File: config.mk
export PLATFORM = sky130hd
export DESIGN_NAME = lfsr_arbiter_flat
export DESIGN_NICKNAME = d
export VERILOG_FILES = /design/src/rtl/lfsr_arbiter_if.sv /design/src/rtl/lfsr_arbiter.sv /design/src/flat_wrapper.sv
export SDC_FILE = /design/constraint.sdc
export NUM_CORES = 1
export LEC_CHECK = 0
export CORE_MARGIN = 1.5
export CORE_UTILIZATION = 46
export DETAILED_ROUTE_END_ITERATION = 12
export HOLD_SLACK_MARGIN = 0.05
export PLACE_DENSITY = 0.9
export RECOVER_POWER = 50
export SYNTH_ARGS = -nofsm -noshare
export SYNTH_HDL_FRONTEND = slang
export SYNTH_SLANG_ARGS = --single-unit
File: constraint.sdc
create_clock -name clk -period 4 [get_ports clk]
set_input_delay 1 -clock clk [delete_from_list [all_inputs] [get_ports clk]]
set_output_delay 1 -clock clk [all_outputs]
set_load 0.05 [all_outputs]
File: src/rtl/lfsr_arbiter_if.sv
// Bundle of requester, delivery and LFSR-control signals for lfsr_arbiter.
// master = arbiter side, slave = requesters plus the external LFSR.
interface lfsr_arbiter_if #(
    parameter int NREQ = 4
);
    logic [NREQ-1:0] req;
    logic [NREQ-1:0] gnt;
    logic            rnd_valid;
    logic [7:0]      rnd_data;
    logic            init_done;
    logic            busy;
    logic            lockup;
    logic            lfsr_reset;
    logic            lfsr_enable;
    logic            lfsr_ready;
    logic [7:0]      lfsr_value;

    modport master (
        input  req, lfsr_ready, lfsr_value,
        output gnt, rnd_valid, rnd_data, init_done, busy, lockup,
               lfsr_reset, lfsr_enable
    );

    modport slave (
        output req, lfsr_ready, lfsr_value,
        input  gnt, rnd_valid, rnd_data, init_done, busy, lockup,
               lfsr_reset, lfsr_enable
    );
endinterface

File: src/rtl/lfsr_arbiter.sv
// Round-robin sharing of one external 8-bit LFSR: fill sequencing, STEPS shifts per grant, one-cycle delivery.
// Optional zero-state lockup detection is enabled with macro LFSR_ARB_LOCKUP_EN.
module lfsr_arbiter #(
    parameter int NREQ        = 4,
    parameter int STEPS       = 8,
    parameter int FILL_CYCLES = 8
) (
    input  logic           clk,
    input  logic           reset,
    lfsr_arbiter_if.master bus
);
    localparam int LW = (NREQ > 1) ? $clog2(NREQ) : 1;
    localparam int FW = $clog2(FILL_CYCLES);
    localparam int SW = (STEPS > 1) ? $clog2(STEPS) : 1;

    typedef enum logic [2:0] {
        S_INIT,
        S_WAIT_READY,
        S_IDLE,
        S_STEP,
        S_DELIVER
    } state_t;

    state_t          r_state;
    logic [FW-1:0]   r_fill_cnt;
    logic [SW-1:0]   r_step_cnt;
    logic [NREQ-1:0] r_gnt;
    logic [LW-1:0]   r_gnt_idx;
    logic [LW-1:0]   r_last;

    logic [LW-1:0]   w_win;
    logic            w_any;
    logic            w_abort;

    // Smallest rotation offset from last+1 wins; loop runs backwards so it overwrites last.
    always_comb begin : rr_search
        int idx;
        idx   = 0;
        w_win = '0;
        w_any = 1'b0;
        for (int k = NREQ; k >= 1; k--) begin
            idx = int'(r_last) + k;
            if (idx >= NREQ) begin
                idx = idx - NREQ;
            end
            if (bus.req[idx[LW-1:0]]) begin
                w_win = idx[LW-1:0];
                w_any = 1'b1;
            end
        end
    end

`ifdef LFSR_ARB_LOCKUP_EN
    logic r_lockup;

    assign w_abort = ((r_state == S_STEP) || (r_state == S_DELIVER)) &&
                     (bus.lfsr_value == 8'h00);

    always_ff @(posedge clk) begin
        if (reset) begin
            r_lockup <= 1'b0;
        end else if (w_abort) begin
            r_lockup <= 1'b1;
        end
    end

    assign bus.lockup = r_lockup;
`else
    assign w_abort    = 1'b0;
    assign bus.lockup = 1'b0;
`endif

    always_ff @(posedge clk) begin
        if (reset) begin
            r_state    <= S_INIT;
            r_fill_cnt <= '0;
            r_step_cnt <= '0;
            r_gnt      <= '0;
            r_gnt_idx  <= '0;
            r_last     <= LW'(NREQ - 1);
        end else if (w_abort) begin
            // Aborted grant: refill, keep r_last so the same requester wins again.
            r_state    <= S_INIT;
            r_fill_cnt <= '0;
            r_step_cnt <= '0;
            r_gnt      <= '0;
        end else begin
            case (r_state)
                S_INIT: begin
                    if (r_fill_cnt == FW'(FILL_CYCLES - 1)) begin
                        r_fill_cnt <= '0;
                        r_state    <= S_WAIT_READY;
                    end else begin
                        r_fill_cnt <= r_fill_cnt + 1'b1;
                    end
                end
                S_WAIT_READY: begin
                    if (bus.lfsr_ready) begin
                        r_state <= S_IDLE;
                    end
                end
                S_IDLE: begin
                    if (w_any) begin
                        r_gnt      <= NREQ'(1) << w_win;
                        r_gnt_idx  <= w_win;
                        r_step_cnt <= '0;
                        r_state    <= S_STEP;
                    end
                end
                S_STEP: begin
                    if (r_step_cnt == SW'(STEPS - 1)) begin
                        r_step_cnt <= '0;
                        r_state    <= S_DELIVER;
                    end else begin
                        r_step_cnt <= r_step_cnt + 1'b1;
                    end
                end
                S_DELIVER: begin
                    r_gnt   <= '0;
                    r_last  <= r_gnt_idx;
                    r_state <= S_IDLE;
                end
                default: begin
                    r_gnt   <= '0;
                    r_state <= S_INIT;
                end
            endcase
        end
    end

    assign bus.gnt         = r_gnt;
    assign bus.rnd_valid   = (r_state == S_DELIVER) && !w_abort;
    assign bus.rnd_data    = bus.rnd_valid ? bus.lfsr_value : 8'h00;
    assign bus.lfsr_reset  = (r_state == S_INIT);
    assign bus.lfsr_enable = (r_state == S_STEP);
    assign bus.busy        = (r_state != S_IDLE);
    assign bus.init_done   = (r_state == S_IDLE) || (r_state == S_STEP) ||
                             (r_state == S_DELIVER);
endmodule

File: src/flat_wrapper.sv
// flat-port wrapper written by rule: the top's interface ports become plain ports
module lfsr_arbiter_flat 
#(
    parameter int NREQ        = 4,
    parameter int STEPS       = 8,
    parameter int FILL_CYCLES = 8
)
  (clk, reset, bus_req, bus_lfsr_ready, bus_lfsr_value, bus_gnt, bus_rnd_valid, bus_rnd_data, bus_init_done, bus_busy, bus_lockup, bus_lfsr_reset, bus_lfsr_enable);
  lfsr_arbiter_if #(.NREQ(NREQ)) bus_i ();
  input  logic clk;
  input  logic reset;
  input wire logic [$bits(bus_i.req)-1:0] bus_req;
  input wire logic [$bits(bus_i.lfsr_ready)-1:0] bus_lfsr_ready;
  input wire logic [$bits(bus_i.lfsr_value)-1:0] bus_lfsr_value;
  output wire logic [$bits(bus_i.gnt)-1:0] bus_gnt;
  output wire logic [$bits(bus_i.rnd_valid)-1:0] bus_rnd_valid;
  output wire logic [$bits(bus_i.rnd_data)-1:0] bus_rnd_data;
  output wire logic [$bits(bus_i.init_done)-1:0] bus_init_done;
  output wire logic [$bits(bus_i.busy)-1:0] bus_busy;
  output wire logic [$bits(bus_i.lockup)-1:0] bus_lockup;
  output wire logic [$bits(bus_i.lfsr_reset)-1:0] bus_lfsr_reset;
  output wire logic [$bits(bus_i.lfsr_enable)-1:0] bus_lfsr_enable;
  assign bus_i.req = bus_req;
  assign bus_i.lfsr_ready = bus_lfsr_ready;
  assign bus_i.lfsr_value = bus_lfsr_value;
  assign bus_gnt = bus_i.gnt;
  assign bus_rnd_valid = bus_i.rnd_valid;
  assign bus_rnd_data = bus_i.rnd_data;
  assign bus_init_done = bus_i.init_done;
  assign bus_busy = bus_i.busy;
  assign bus_lockup = bus_i.lockup;
  assign bus_lfsr_reset = bus_i.lfsr_reset;
  assign bus_lfsr_enable = bus_i.lfsr_enable;
  lfsr_arbiter #(.NREQ(NREQ), .STEPS(STEPS), .FILL_CYCLES(FILL_CYCLES)) u_core (.clk(clk), .reset(reset), .bus(bus_i));
endmodule
==> summary.txt <==
Run status
  – Status: finished clean

Setup path
  – RR Startpoint: u_core.r_state[1]
  – R2R depth: 4
  – Reg2reg setup slack: 2.54 ns
  – Crit end category: output port
  – Startpoint types: primary input
  – Critical setup path kind: primary input to output port
  – Worst path required time: 3.00 ns
  – Reg-to-reg endpoint: u_core.bus.gnt[0]
  – Worst-path fanout max: 1
  – Data arrival, critical path: 2.39 ns
  – Worst Setup SP: bus_lfsr_value[7]

Place
  – Dpl cells: 156
  – DPL Wire Length: 1631 microns
  – Placed instance area: about 1200 sq um
  – Setup WS pre-CTS: about 0.60 ns
  – GPL Wtd Cong: 0.7614
  – Port-buffer cells: 31

Synth
  – Largest area contributor in the netlist: dfxtp_1
  – Commonest cells in the netlist: dfxtp_1 (17), nand2_1 (9), nor2_1 (9), and2_1 (8), a21oi_1 (6)
  – Area share of fa/ha/maj cells after synthesis: 0.05540
  – Synth Area in Simple Gates: 0.3033
  – Ranking of synthesized cells by area: dfxtp_1 (38%), and2_1 (5.5%), ha_1 (5.5%)
  – Synth Cell Area: 903.4 sq um
  – Library cells used by synthesis: 33
  – Most common cell in the netlist: dfxtp_1
  – FFs w/ async S/R, synth: 0
  – Synth Area in XOR/XNOR: 0
  – Syn nets: 122
  – EDFF count, synth: 0
  – YS warnings: 0
  – Primary FF master, synth: dfxtp_1
  – Mux cell area share after synthesis: 0.03324
  – Number of synthesized register bits: 17
  – Synth Area in Compound Gates: 0.1939
  – Syn Inst Count: ~100
  – Syn avg cell area: 8.771 sq um
  – Register area share after synthesis: 0.3767
  – Largest family of logic cells by synthesized area: simple AND/OR/NAND/NOR gates
  – Top-area cell type share of the netlist area: 0.3767

Clock tree
  – Post-CTS Hold Fix Bufs: 0
  – Postcts setup bufs: 0
  – CTS root buf: clkbuf_4
  – CTS Buffer Depth: 2
  – CTS tree: done
  – Post-cts repair resize count: 0
  – Clock latency on the worst-skew pair: roughly 0.29 ns
  – TritonCTS Buffers: 3
  – CTS sink cnt: 17
  – Clk slew on worst S/H paths: 0.09 ns
  – CTS H-tree depth: 1

Detailed routing
  – DR iter-0 viols: 20
  – Drt pass-1 iters: 4
  – DRC: 0
  – Vias/cell: 5.431
  – Antenna viol nets, final: 0
  – Routed WL: 2100 microns
  – Via count: 869
  – Wirelength per Cell: 13.13 microns

Global route
  – Total GRT Usage: 0.2031
  – Met2 GRT Util: 0.3730
  – Number of global-route vias before repair: about 830
  – GRT Residual Overflow: 0
  – Pin count of the biggest net entering global routing: 17
  – First-pass GRT wire length: 3215 microns
  – Met1 usage: 0.2256
  – Antenna violations before repair: 0
  – Met3 GRT Util: 0.03846
  – Most Crowded Layer GR: met2

Floorplan
  – Core Rows: 15
  – Die Ht: 47.32 microns
  – IO Pins: 33
  – Core area: 1783 sq um
  – Die ar.: 2239 sq um
  – Starting density of the core: 0.5067
  – Die width: about 47 microns

STA
  – Slew Viols, Final: 0
  – RSZ-0062 raised after global routing: no
  – Hold violation total from the final report: 0
  – Fin crit period: 3.389 ns
  – Tcrit/Tclk final: 0.8472
  – Max Clk Rate: 0.2951 GHz
  – Setup TNS Final: 0 ns
  – Slew margin rel.: 0.5824
  – Clk_skew: 0.009663 ns
  – Final setup margin: 0.6111 ns
  – Finish-stage setup viols: 0
  – Worst-margin pin slew: 0.6216 ns

Min path
  – Hold path start: u_core.bus.gnt[2]
  – Hold Path End: u_core.bus.gnt[2]
  – Hold WC Path Type: flip-flop to flip-flop
  – Hold-critical path depth: 2

Power
  – Comb power frac: 0.141
  – Total power: roughly 0.31 mW
  – Sequential share of power: 0.567
  – Max VDD drop: approximately 0.14 mV
  – Leakage: 0.5065 nW
  – Internal: 0.2345 mW
  – NetSw: around 0.079 mW
  – Pwr dens: around 250 nW/um^2
  – Sw Ratio: 0.2518
  – Clock power share: 0.292

Final layout
  – Design area: 1239 sq um
  – Final #Nets: 155
  – Synth-to-Final Area Change: 37.12%
  – Layout cell share with drive strength beyond 1: 0.08148
  – N_diodes: 0
  – Final std cells w/o fill: 160

Run
  – Maxcap violations: 0
## flip-flops by register name (all words and copies together) (netlist names)
| register | cells |
|---|---|
| u_core.r_fill_cnt | 3 |
| u_core.r_last | 2 |
| u_core.r_state | 3 |
| u_core.r_step_cnt | 3 |
| u_core.r_gnt_idx | 2 |
| u_core.bus.gnt | 4 |
## worst max-delay path, stage by stage
cell and delay, ns:
clkdlybuf4s50_1 0.47, and2_1 0.12, clkdlybuf4s50_1 0.80
## worst max path at each step
stage                                 end
after floorplan           bus_rnd_data[0]
after global placement    bus_rnd_data[0]
after detailed placement  bus_rnd_data[7]
after CTS                 bus_rnd_data[7]
after global routing      bus_rnd_data[3]
final                     bus_rnd_data[7]
## power by group through the flow
stage | sequential [mW] | combinational (mW) | clock (mW)
after detailed placement | 0.182 | 0.0465 | 0
after CTS | 0.178 | 0.0466 | 0.0926
after global routing | 0.178 | 0.0482 | 0.101
final | 0.178 | 0.0442 | 0.0914
after floorplan | 0.181 | 0.0258 | 0
after global placement | 0.181 | 0.0440 | 0
## per-stage QoR
step	hold WS (ns)	utilization
floorplan	0.4353	-
global placement	0.4380	0.6919
detailed placement	0.4407	0.6919
CTS	0.4630	0.7074
global route	0.4962	0.6947
finish	0.4525	0.6947
## cells in the final DEF (no fill, tap or decap)
master / netlist / final
inv_1: 3 / 3
clkbuf_4: 0 / 3
nor2b_1: 2 / 2
and2_1: 8 / 8
nand3_1: 4 / 4
buf_4: 1 / 1
a22o_2: 2 / 2
a211o_1: 4 / 4
a21oi_1: 6 / 6
or2b_1: 1 / 1
nand2b_1: 2 / 2
o21ba_2: 1 / 1
mux2i_1: 3 / 3
and2b_1: 1 / 1
a211oi_1: 3 / 3
or4_1: 0 / 1
or3_1: 1 / 1
nor3b_1: 2 / 2
ha_1: 4 / 4
nor2_1: 9 / 9
clkdlybuf4s50_1: 0 / 27
nand2_1: 9 / 9
nor3_1: 3 / 3
nor3b_2: 1 / 1
o21ai_0: 3 / 3
and3_1: 0 / 1
conb_1: 1 / 1
a311oi_1: 1 / 2
nand3b_1: 1 / 1
clkinv_2: 0 / 1
dfxtp_1: 17 / 17
or2_2: 2 / 2
dlygate4sd3_1: 0 / 4
o211ai_1: 1 / 1
and3b_1: 1 / 1
## final cells by class
| class | instances | area [sq um] |
|---|---|---|
| clock buffers | 3 | 22.52 |
| clock inverters | 1 | 5.005 |
| repair buffers | 32 | 317.8 |
| multi-input cells | 79 | 510.5 |
| fillers | 147 | 544.3 |
| flip-flops and latches | 17 | 340.3 |
| well taps | 25 | 31.28 |
| inverters | 3 | 11.26 |
## layer usage
metal / vias to the layer above / wire (microns) / part of all wire
met3: 2 / 146 / 0.070
met1: 405 / 892 / 0.42
met4: 0 / 19 / 0.0090
li1: 427 / - / -
met2: 35 / 1040 / 0.50
met5: - / 0 / 0
## cells by family (layout without fill, tap and decap cells)
kind of cell / after synthesis / in the layout
AO/OA/AOI/OAI: 22 / 22
adder cells (fa/ha/maj): 4 / 4
buffers and inverters: 7 / 39
flip-flops: 17 / 17
multiplexers: 3 / 3
other: 1 / 1
AND/OR/NAND/NOR: 49 / 49
Power figures use the tool's default switching activity.
